File: config.mk
export PLATFORM = sky130hd
export DESIGN_NAME = regfile_sb_flat
export DESIGN_NICKNAME = d
export VERILOG_FILES = /design/src/rtl/regfile_pkg.sv /design/src/rtl/regfile_sb_if.sv /design/src/rtl/regfile_sb_busy.sv /design/src/rtl/regfile_sb.sv /design/src/flat_wrapper.sv
export SDC_FILE = /design/constraint.sdc
export NUM_CORES = 2
export LEC_CHECK = 0
export CORE_MARGIN = 4
export CORE_UTILIZATION = 30
export DETAILED_ROUTE_END_ITERATION = 10
export GPL_TIMING_DRIVEN = 0
export MAX_ROUTING_LAYER = met4
export SYNTH_ARGS = -nofsm -noshare
export SYNTH_HDL_FRONTEND = slang
export SYNTH_HIERARCHICAL = 1
export SYNTH_SLANG_ARGS = --single-unit
File: constraint.sdc
create_clock -name clk -period 3.1 [get_ports clk]
set_input_delay 0.62 -clock clk [delete_from_list [all_inputs] [get_ports clk]]
set_output_delay 0.62 -clock clk [all_outputs]
set_load 0.02 [all_outputs]
File: src/rtl/regfile_pkg.sv
// Shared register-file constants and operand types used by decode and writeback.
package regfile_pkg;

  localparam int DEF_WIDTH = 32;
  localparam int DEF_DEPTH = 32;
  localparam int DEF_NRD   = 2;
  localparam int DEF_AW    = $clog2(DEF_DEPTH);
  localparam int ZERO_ADDR = 0;

  typedef logic [DEF_WIDTH-1:0] reg_data_t;
  typedef logic [DEF_AW-1:0]    reg_addr_t;

endpackage

File: src/rtl/regfile_sb_if.sv
// Decode/writeback view of the register file: read ports, write port, reservations.
interface regfile_sb_if
  import regfile_pkg::*;
#(
  parameter int WIDTH = DEF_WIDTH,
  parameter int DEPTH = DEF_DEPTH,
  parameter int NRD   = DEF_NRD,
  parameter int AW    = $clog2(DEPTH)
);

  logic [NRD*AW-1:0]    rd_addr;
  logic [NRD*WIDTH-1:0] rd_data;
  logic [NRD-1:0]       rd_busy;
  logic                 wr_en;
  logic [AW-1:0]        wr_addr;
  logic [WIDTH-1:0]     wr_data;
  logic                 rsv_en;
  logic [AW-1:0]        rsv_addr;
  logic                 flush;
  logic [AW:0]          pend_cnt;

  modport master (
    output rd_addr, wr_en, wr_addr, wr_data, rsv_en, rsv_addr, flush,
    input  rd_data, rd_busy, pend_cnt
  );

  modport slave (
    input  rd_addr, wr_en, wr_addr, wr_data, rsv_en, rsv_addr, flush,
    output rd_data, rd_busy, pend_cnt
  );

endinterface

File: src/rtl/regfile_sb_busy.sv
// Pending-write scoreboard: one busy bit per register plus a running count of busy bits.
module regfile_sb_busy
  import regfile_pkg::*;
#(
  parameter int DEPTH    = DEF_DEPTH,
  parameter int AW       = $clog2(DEPTH),
  parameter int ZERO_REG = 1
) (
  input  logic             clk,
  input  logic             rst,
  input  logic             wr_en,
  input  logic [AW-1:0]    wr_addr,
  input  logic             rsv_en,
  input  logic [AW-1:0]    rsv_addr,
  input  logic             flush,
  output logic [DEPTH-1:0] busy,
  output logic [AW:0]      pend_cnt
);

  logic             setHit;
  logic             clrHit;
  logic             incCnt;
  logic             decCnt;
  logic [DEPTH-1:0] busyNext;

  always_comb begin
    // NOTE: every output of this block gets a value before any branch, so no latch is inferred.
    busyNext = busy;
    setHit   = rsv_en && !flush && !(ZERO_REG != 0 && rsv_addr == AW'(ZERO_ADDR));
    clrHit   = wr_en && !(ZERO_REG != 0 && wr_addr == AW'(ZERO_ADDR));
    // Same-address write+reserve leaves the bit set, so it can only ever count as a set.
    incCnt   = setHit && !busy[rsv_addr];
    decCnt   = clrHit && busy[wr_addr] && !(setHit && rsv_addr == wr_addr);
    if (clrHit) busyNext[wr_addr]  = 1'b0;
    if (setHit) busyNext[rsv_addr] = 1'b1;
  end

  // NOTE: state updates use non-blocking assignments so every flop samples pre-edge values.
  always_ff @(posedge clk or negedge rst) begin
    if (!rst) begin
      busy     <= '0;
      pend_cnt <= '0;
    end else if (flush) begin
      busy     <= '0;
      pend_cnt <= '0;
    end else begin
      busy     <= busyNext;
      pend_cnt <= pend_cnt + (AW+1)'(incCnt) - (AW+1)'(decCnt);
    end
  end

endmodule

File: src/rtl/regfile_sb.sv
// Decode-stage register file: multi-port combinational reads, write-through bypass,
// hardwired zero register and a pending-write scoreboard.
module regfile_sb
  import regfile_pkg::*;
#(
  parameter int WIDTH    = DEF_WIDTH,
  parameter int DEPTH    = DEF_DEPTH,
  parameter int AW       = $clog2(DEPTH),
  parameter int NRD      = DEF_NRD,
  parameter int ZERO_REG = 1,
  parameter int BYPASS   = 1
) (
  input logic         clk,
  input logic         rst,
  regfile_sb_if.slave bus
);

  logic [WIDTH-1:0] mem [DEPTH];
  logic [DEPTH-1:0] busyVec;
  logic             wrHit;
  logic [AW-1:0]    addrK;

  assign wrHit = bus.wr_en && !(ZERO_REG != 0 && bus.wr_addr == AW'(ZERO_ADDR));

  // NOTE: the storage array is reset because software relies on every register starting at 0.
  always_ff @(posedge clk or negedge rst) begin
    if (!rst) begin
      for (int i = 0; i < DEPTH; i++) mem[i] <= '0;
    end else if (wrHit) begin
      mem[bus.wr_addr] <= bus.wr_data;
    end
  end

  regfile_sb_busy #(
    .DEPTH    (DEPTH),
    .AW       (AW),
    .ZERO_REG (ZERO_REG)
  ) u_busy (
    .clk      (clk),
    .rst      (rst),
    .wr_en    (bus.wr_en),
    .wr_addr  (bus.wr_addr),
    .rsv_en   (bus.rsv_en),
    .rsv_addr (bus.rsv_addr),
    .flush    (bus.flush),
    .busy     (busyVec),
    .pend_cnt (bus.pend_cnt)
  );

  // Bypass is gated by reset so a write held through reset never leaks to the readers.
  always_comb begin
    bus.rd_data = '0;
    bus.rd_busy = '0;
    addrK       = '0;
    for (int k = 0; k < NRD; k++) begin
      addrK = bus.rd_addr[k*AW +: AW];
      if (ZERO_REG != 0 && addrK == AW'(ZERO_ADDR)) begin
        bus.rd_data[k*WIDTH +: WIDTH] = '0;
        bus.rd_busy[k]                = 1'b0;
      end else if (BYPASS != 0 && rst && bus.wr_en && bus.wr_addr == addrK) begin
        bus.rd_data[k*WIDTH +: WIDTH] = bus.wr_data;
        bus.rd_busy[k]                = 1'b0;
      end else begin
        bus.rd_data[k*WIDTH +: WIDTH] = mem[addrK];
        bus.rd_busy[k]                = busyVec[addrK];
      end
    end
  end

endmodule

File: src/flat_wrapper.sv
// flat-port wrapper written by rule: the top's interface ports become plain ports
module regfile_sb_flat import regfile_pkg::*;
#(
  parameter int WIDTH    = DEF_WIDTH,
  parameter int DEPTH    = DEF_DEPTH,
  parameter int AW       = $clog2(DEPTH),
  parameter int NRD      = DEF_NRD,
  parameter int ZERO_REG = 1,
  parameter int BYPASS   = 1
)
  (clk, rst, bus_rd_addr, bus_wr_en, bus_wr_addr, bus_wr_data, bus_rsv_en, bus_rsv_addr, bus_flush, bus_rd_data, bus_rd_busy, bus_pend_cnt);
  regfile_sb_if #(.WIDTH(WIDTH), .DEPTH(DEPTH), .NRD(NRD), .AW(AW)) bus_i ();
  input logic clk;
  input logic rst;
  input wire logic [$bits(bus_i.rd_addr)-1:0] bus_rd_addr;
  input wire logic [$bits(bus_i.wr_en)-1:0] bus_wr_en;
  input wire logic [$bits(bus_i.wr_addr)-1:0] bus_wr_addr;
  input wire logic [$bits(bus_i.wr_data)-1:0] bus_wr_data;
  input wire logic [$bits(bus_i.rsv_en)-1:0] bus_rsv_en;
  input wire logic [$bits(bus_i.rsv_addr)-1:0] bus_rsv_addr;
  input wire logic [$bits(bus_i.flush)-1:0] bus_flush;
  output wire logic [$bits(bus_i.rd_data)-1:0] bus_rd_data;
  output wire logic [$bits(bus_i.rd_busy)-1:0] bus_rd_busy;
  output wire logic [$bits(bus_i.pend_cnt)-1:0] bus_pend_cnt;
  assign bus_i.rd_addr = bus_rd_addr;
  assign bus_i.wr_en = bus_wr_en;
  assign bus_i.wr_addr = bus_wr_addr;
  assign bus_i.wr_data = bus_wr_data;
  assign bus_i.rsv_en = bus_rsv_en;
  assign bus_i.rsv_addr = bus_rsv_addr;
  assign bus_i.flush = bus_flush;
  assign bus_rd_data = bus_i.rd_data;
  assign bus_rd_busy = bus_i.rd_busy;
  assign bus_pend_cnt = bus_i.pend_cnt;
  regfile_sb #(.WIDTH(WIDTH), .DEPTH(DEPTH), .AW(AW), .NRD(NRD), .ZERO_REG(ZERO_REG), .BYPASS(BYPASS)) u_core (.clk(clk), .rst(rst), .bus(bus_i));
endmodule
# Yosys cells after proc, flatten, opt, wreduce, memory -nomap -nowiden
# Cells that the tools add are included.
# word_totals
reg_bits,1062
elab_cells,110
in_bits,57
output_inout_bits,72
# classes
magnitude_cmp,10
bitwise,6
addsub,2
n_reduce_logical,22
mux,33
eq_ne,3
# op_table
cell,count
$bwmux W1024,1
$mux W32,12
$bmux W32 S5,2
$demux W32 S5,1
$and A32 B32 Y32,1
$not A32 Y32,1
$or A32 B32 Y32,1
$lt A5 B6 Y1 const B,4
$bmux W1 S5,4
$logic_not A5 Y1,4
$ge A6 B6 Y1 const B,3
$not A5 Y6,3
$eq A5 B5 Y1,3
$logic_and A1 B1 Y1,13
$demux W1 S5,2
$ge A5 B1 Y1 const B,2
$mux W1,10
$add A6 B1 Y6,1
$lt A6 B1 Y1 const B,1
$mux W6,1
$sub A6 B1 Y6,1
$logic_not A1 Y1,5

# Longest topological paths before layout
# depth
word_depth,10
depth_mapped,14
ltp_nobuf,12

# Modules after synthesis
# Netlist, hierarchy kept.
# by_module_without_submodules
mod,area_per_inst_um2,seq_area_each_um2,cells_each,n_inst
regfile_sb,55218.0,25624.6,3704,1
regfile_sb_busy,2524.9,950.9,256,1

# Least setup slack after synthesis
# OpenSTA, ideal clock, no wires.
# synth_path
kind,input to register
startpoint,input bus_rsv_addr[0]
endpoint,register u_core.u_busy.pend_cnt[4]
path_slack_ns,-0.569
t_arrival_ns,3.537
t_required_ns,2.968
stages,13
path_buffers,1
setup_ns,0.132
cell_sequence,buf_6 -> mux4_1 -> mux2_2 -> a22o_1 -> a2111o_1 -> ha_1 -> inv_1 -> ha_1 -> fa_1 -> a21o_1 -> a21oi_1 -> xor2_1 -> nor2_1
# synth_between
elab_chain_len,8
elab_cells_between_ends,14
classes_between,add/sub (2); eq/ne (1); mux (3); reduce/logical (8)
# synth_lines
item,line,source
"start, declared",flat_wrapper.sv:20,input wire logic [$bits(bus_i.rsv_addr)-1:0] bus_rsv_addr;
branches (longest 6 deep; another with $add A6 B1 Y6),-,
$sub A6 B1 Y6 (*),regfile_sb_busy.sv:48,pend_cnt <= pend_cnt + (AW+1)'(incCnt) - (AW+1)'(decCnt);
$mux W6 (*),regfile_sb_busy.sv:43,end else if (flush) begin
"end signal, assigned",regfile_sb_busy.sv:48,
"end, declared",regfile_sb_busy.sv:17,output logic [AW:0] pend_cnt
# Every way passes the cells marked *. The select of a mux whose other input is x is not followed.
# A chain may end at the register's enable or synchronous reset.

# Worst setup path after layout
# layout_path
startpoint,register u_core/mem[180] (netlist bit)
endpoint,output bus_rd_data[20]
# layout_between
elab_chain_len,5
# layout_lines
item,line,source
"start, declared",regfile_sb.sv:18,logic [WIDTH-1:0] mem [DEPTH];
"start signal, assigned by index",regfile_sb.sv:30,mem[bus.wr_addr] <= bus.wr_data;
$bmux W32 S5,regfile_sb.sv:64,bus.rd_data[k*WIDTH +: WIDTH] = mem[addrK];
$mux W32 (not written as such) (2 in series),regfile_sb.sv:64,
$mux W32,regfile_sb.sv:60,end else if (BYPASS != 0 && rst && bus.wr_en && bus.wr_addr == addrK) begin
$mux W32,regfile_sb.sv:57,if (ZERO_REG != 0 && addrK == AW'(ZERO_ADDR)) begin
"end, declared",flat_wrapper.sv:22,output wire logic [$bits(bus_i.rd_data)-1:0] bus_rd_data;
# Every way passes these cells. The select of a mux whose other input is x is not followed.

==> out/qor.txt <==
Final setup skew - 0.005027 ns
Worst EP arrival - 2.97 ns
CP startpoint kind - flop
First-pass DRT Iterations - 6
Worst Setup Path Type - reg -> out
CTS tree - done
DR vias - 43.65k
Layout cell share with drive strength beyond 1 - 56.83%
TritonCTS Sinks - 1062
Synth area leaders - dfrtp_1, mux2_2, mux4_2, clkbuf_1, mux2i_1
Power Density - 605.8 nW/µm²
Number of max-cap violations - 1
Yosys reg bits - 1062
Netlist cell types - 63
Min Tclk post-route - 3.593 ns
Clock buffer depth - 3
Area after DPL - 62340 µm²
Layout area overhead - 27.37%
R2r worst-path depth - 12
Mapped cell area - 57740 µm²
Pin count of the biggest net entering global routing - 173
Reg clk slew, reported paths - 0.06 ns
Cell area after layout - 73540 µm²
Syn_area_per_cell - 14.58 µm²
Syn Inst Count - 3960
Dominant synthesized flop cell - dfrtp_1
Clk_lat worst skew - 0.77 ns
Row cnt - 160
Drt via density - 6.186
Remaining DRCs - 0
Final setup viols - 82
Initial DRC Count - 5183
Htree depth - 3
Rel. slew slack - -5.243%
Final setup margin - -0.4927 ns
Worst R2R Setup Slack - -0.17 ns
Worst Hold Class - in -> async
Die W - 446.7 µm
Static leakage - 30.78 nW
Core box area - 190800 µm²
First-pass GRT wire length - 355600 µm
Syn nets - 4024
Nets - 4497
Endpoints failing hold - 0
GRT Total Usage - 26.47%
Clk root buf - clkbuf_16
Chip height - 446.7 µm
Final Core Density - 38.55%
Gr ovfl total - 0
F_max - 0.2783 GHz
Die area - 199600 µm²
GP Congestion - 1.036
Antenna violations before repair - 12
Tcrit/Tclk final - 115.9%
WP data required - 2.48 ns
CTS buffer count - 115
Post-Route WL - 262700 µm
CP Capture Type - primary output
Top-count cell post-synth - dfrtp_1
Initial Utilization - 30.27%
Status - finished, violations left
# port buffers - 118
Vias in the first global route - 43.57k
Post-synth top cells - dfrtp_1, mux2_2, mux4_2
IO Pins - 129
RSZ-0062 raised after global routing - yes
Tightest Pin Transition - 1.579 ns
Seq/Total Area, Yosys - 46.02%
Post-synth EDFFs - 0
DP Worst Slack - -3.550 ns
Failing checks - capacitance limit, slew limit, setup timing
Synth async-reset ratio - 100.0%
Yosys top cell area share - 46.02%
Crit-path max FO - 3
Final hold slack - 0.1922 ns
Final Power - 44.55 mW
Max-slew violation count - 11
Worst vdd ir - 541.8 µV
Final ANT Viol Nets - 0
Top cell type by total area after synthesis - dfrtp_1
DPL Wire Length - 180300 µm
WL per Instance - 37.23 µm
Ys Warns - 6
state kept, by name (all words and copies together) (netlist names):
name                    flops
u_core/u_busy/busy         32
u_core/mem               1024
u_core/u_busy/pend_cnt      6
kinds of logic (layout without fill, tap and decap cells):
family	count (synthesis)	count (layout)	share of synthesized area, %
AOI/OAI and AO/OA	416	416	4.901
xor gates and xnor gates	19	19	0.2882
adders and majority gates	7	7	0.1647
buffers and inverters	456	1025	3.495
DFF	1062	1062	46.02
muxes	1647	1647	42.12
other	0	16	0
and+or+nand+nor	353	353	3.003
final cells by class:
type	count	area, µm²
timing repair buffer	372	4648
fill	17630	117200
inverter	9	62.56
multi-input combinational	2442	31120
tap	2511	3142
clock buffer	170	3426
antenna	16	40.04
buffer	431	4001
clock inverter	43	525.5
sequential	1062	26580
power by group:
group          leakage, nW  total [mW]  internal (mW)  switching [mW]
logic                 15.2        11.6           6.17            5.43
registers             13.7        18.3           16.4            1.90
clock network         1.95        14.6           8.45            6.16
total                 30.8        44.6           31.1            13.5
stage by stage:
| step | std cells | TNS [ns] |
|---|---|---|
| 2_1_floorplan | 3960 | -0.4869 |
| 3_3_place_gp | 6589 | - |
| 3_5_place_dp | 6599 | -713.56 |
| 4_1_cts | 6985 | -12.31 |
| 5_1_grt | 7052 | -14.26 |
| 6_report | 7056 | -15.19 |
cells in the final DEF (no fill, tap or decap), types with 14 or more instances in the layout:
cell type	synthesis	layout
o211ai_1	34	34
mux2i_1	84	67
o22ai_1	68	37
a211oi_1	26	15
clkbuf_16	0	131
buf_1	81	46
buf_6	16	113
mux2_4	0	21
dfrtp_1	1062	1060
a21oi_4	0	15
a21oi_1	64	38
bufbuf_16	0	16
mux4_2	513	515
diode_2	0	16
buf_8	0	40
clkbuf_8	0	58
nor2_1	62	48
clkbuf_1	235	184
buf_12	0	70
clkdlybuf4s50_1	0	42
o21ai_0	66	49
nand3_1	23	18
buf_4	17	151
mux2_2	1035	1014
nand2_1	133	110
xnor2_1	17	14
clkinv_2	0	21
nand2_2	0	18
nor2b_1	27	22
buf_16	0	48
o22ai_2	0	22
a22oi_1	68	28
clkbuf_4	0	22
buf_2	98	33
o41ai_4	0	14
nand3b_1	15	15
a22oi_2	0	40
path summary, 6_finish.rpt:
check / from / endpoint
setup / recovery: u_core/mem[180]$_DFFE_PN0P_ / bus_rd_data[20]
hold / removal: rst / u_core/u_busy/pend_cnt[5]$_DFF_PN0_
max in group asynchronous: rst / u_core/mem[1005]$_DFFE_PN0P_
setup reg to reg: u_core/u_busy/busy[21]$_DFF_PN0_ / u_core/u_busy/pend_cnt[4]$_DFF_PN0_
hold reg to reg: u_core/mem[1006]$_DFFE_PN0P_ / u_core/mem[1006]$_DFFE_PN0P_
min in group clk: u_core/mem[1006]$_DFFE_PN0P_ / u_core/mem[1006]$_DFFE_PN0P_
worst max-delay path: stages, from the launching register on:
cell and delay, ns:
dfrtp_1 0.40, mux4_2 0.49, a22oi_2 0.53, a21oi_1 0.15
a221o_2 0.45, buf_6 0.17
metal layers:
layer,up-vias,GRT usage (%),wire length (µm)
met5,-,-,0
met4,0,18.76,24300
met3,964,8.027,30580
met2,3003,37.90,113000
met1,23310,31.77,94760
li1,16370,-,-
repair_timing:
| action | 4_1_cts | 5_1_grt |
|---|---|---|
| setup endpoints to repair | 153 | 68 |
| setup buffers | 150 | 71 |
| pin swaps | 168 | 127 |
| gates cloned | 24 | 5 |
| hold buffers | 8 | 0 |
| hold endpoints to repair | 130 | 0 |
| resized for setup | 1375 | 193 |
Power figures use the tool's default switching activity.
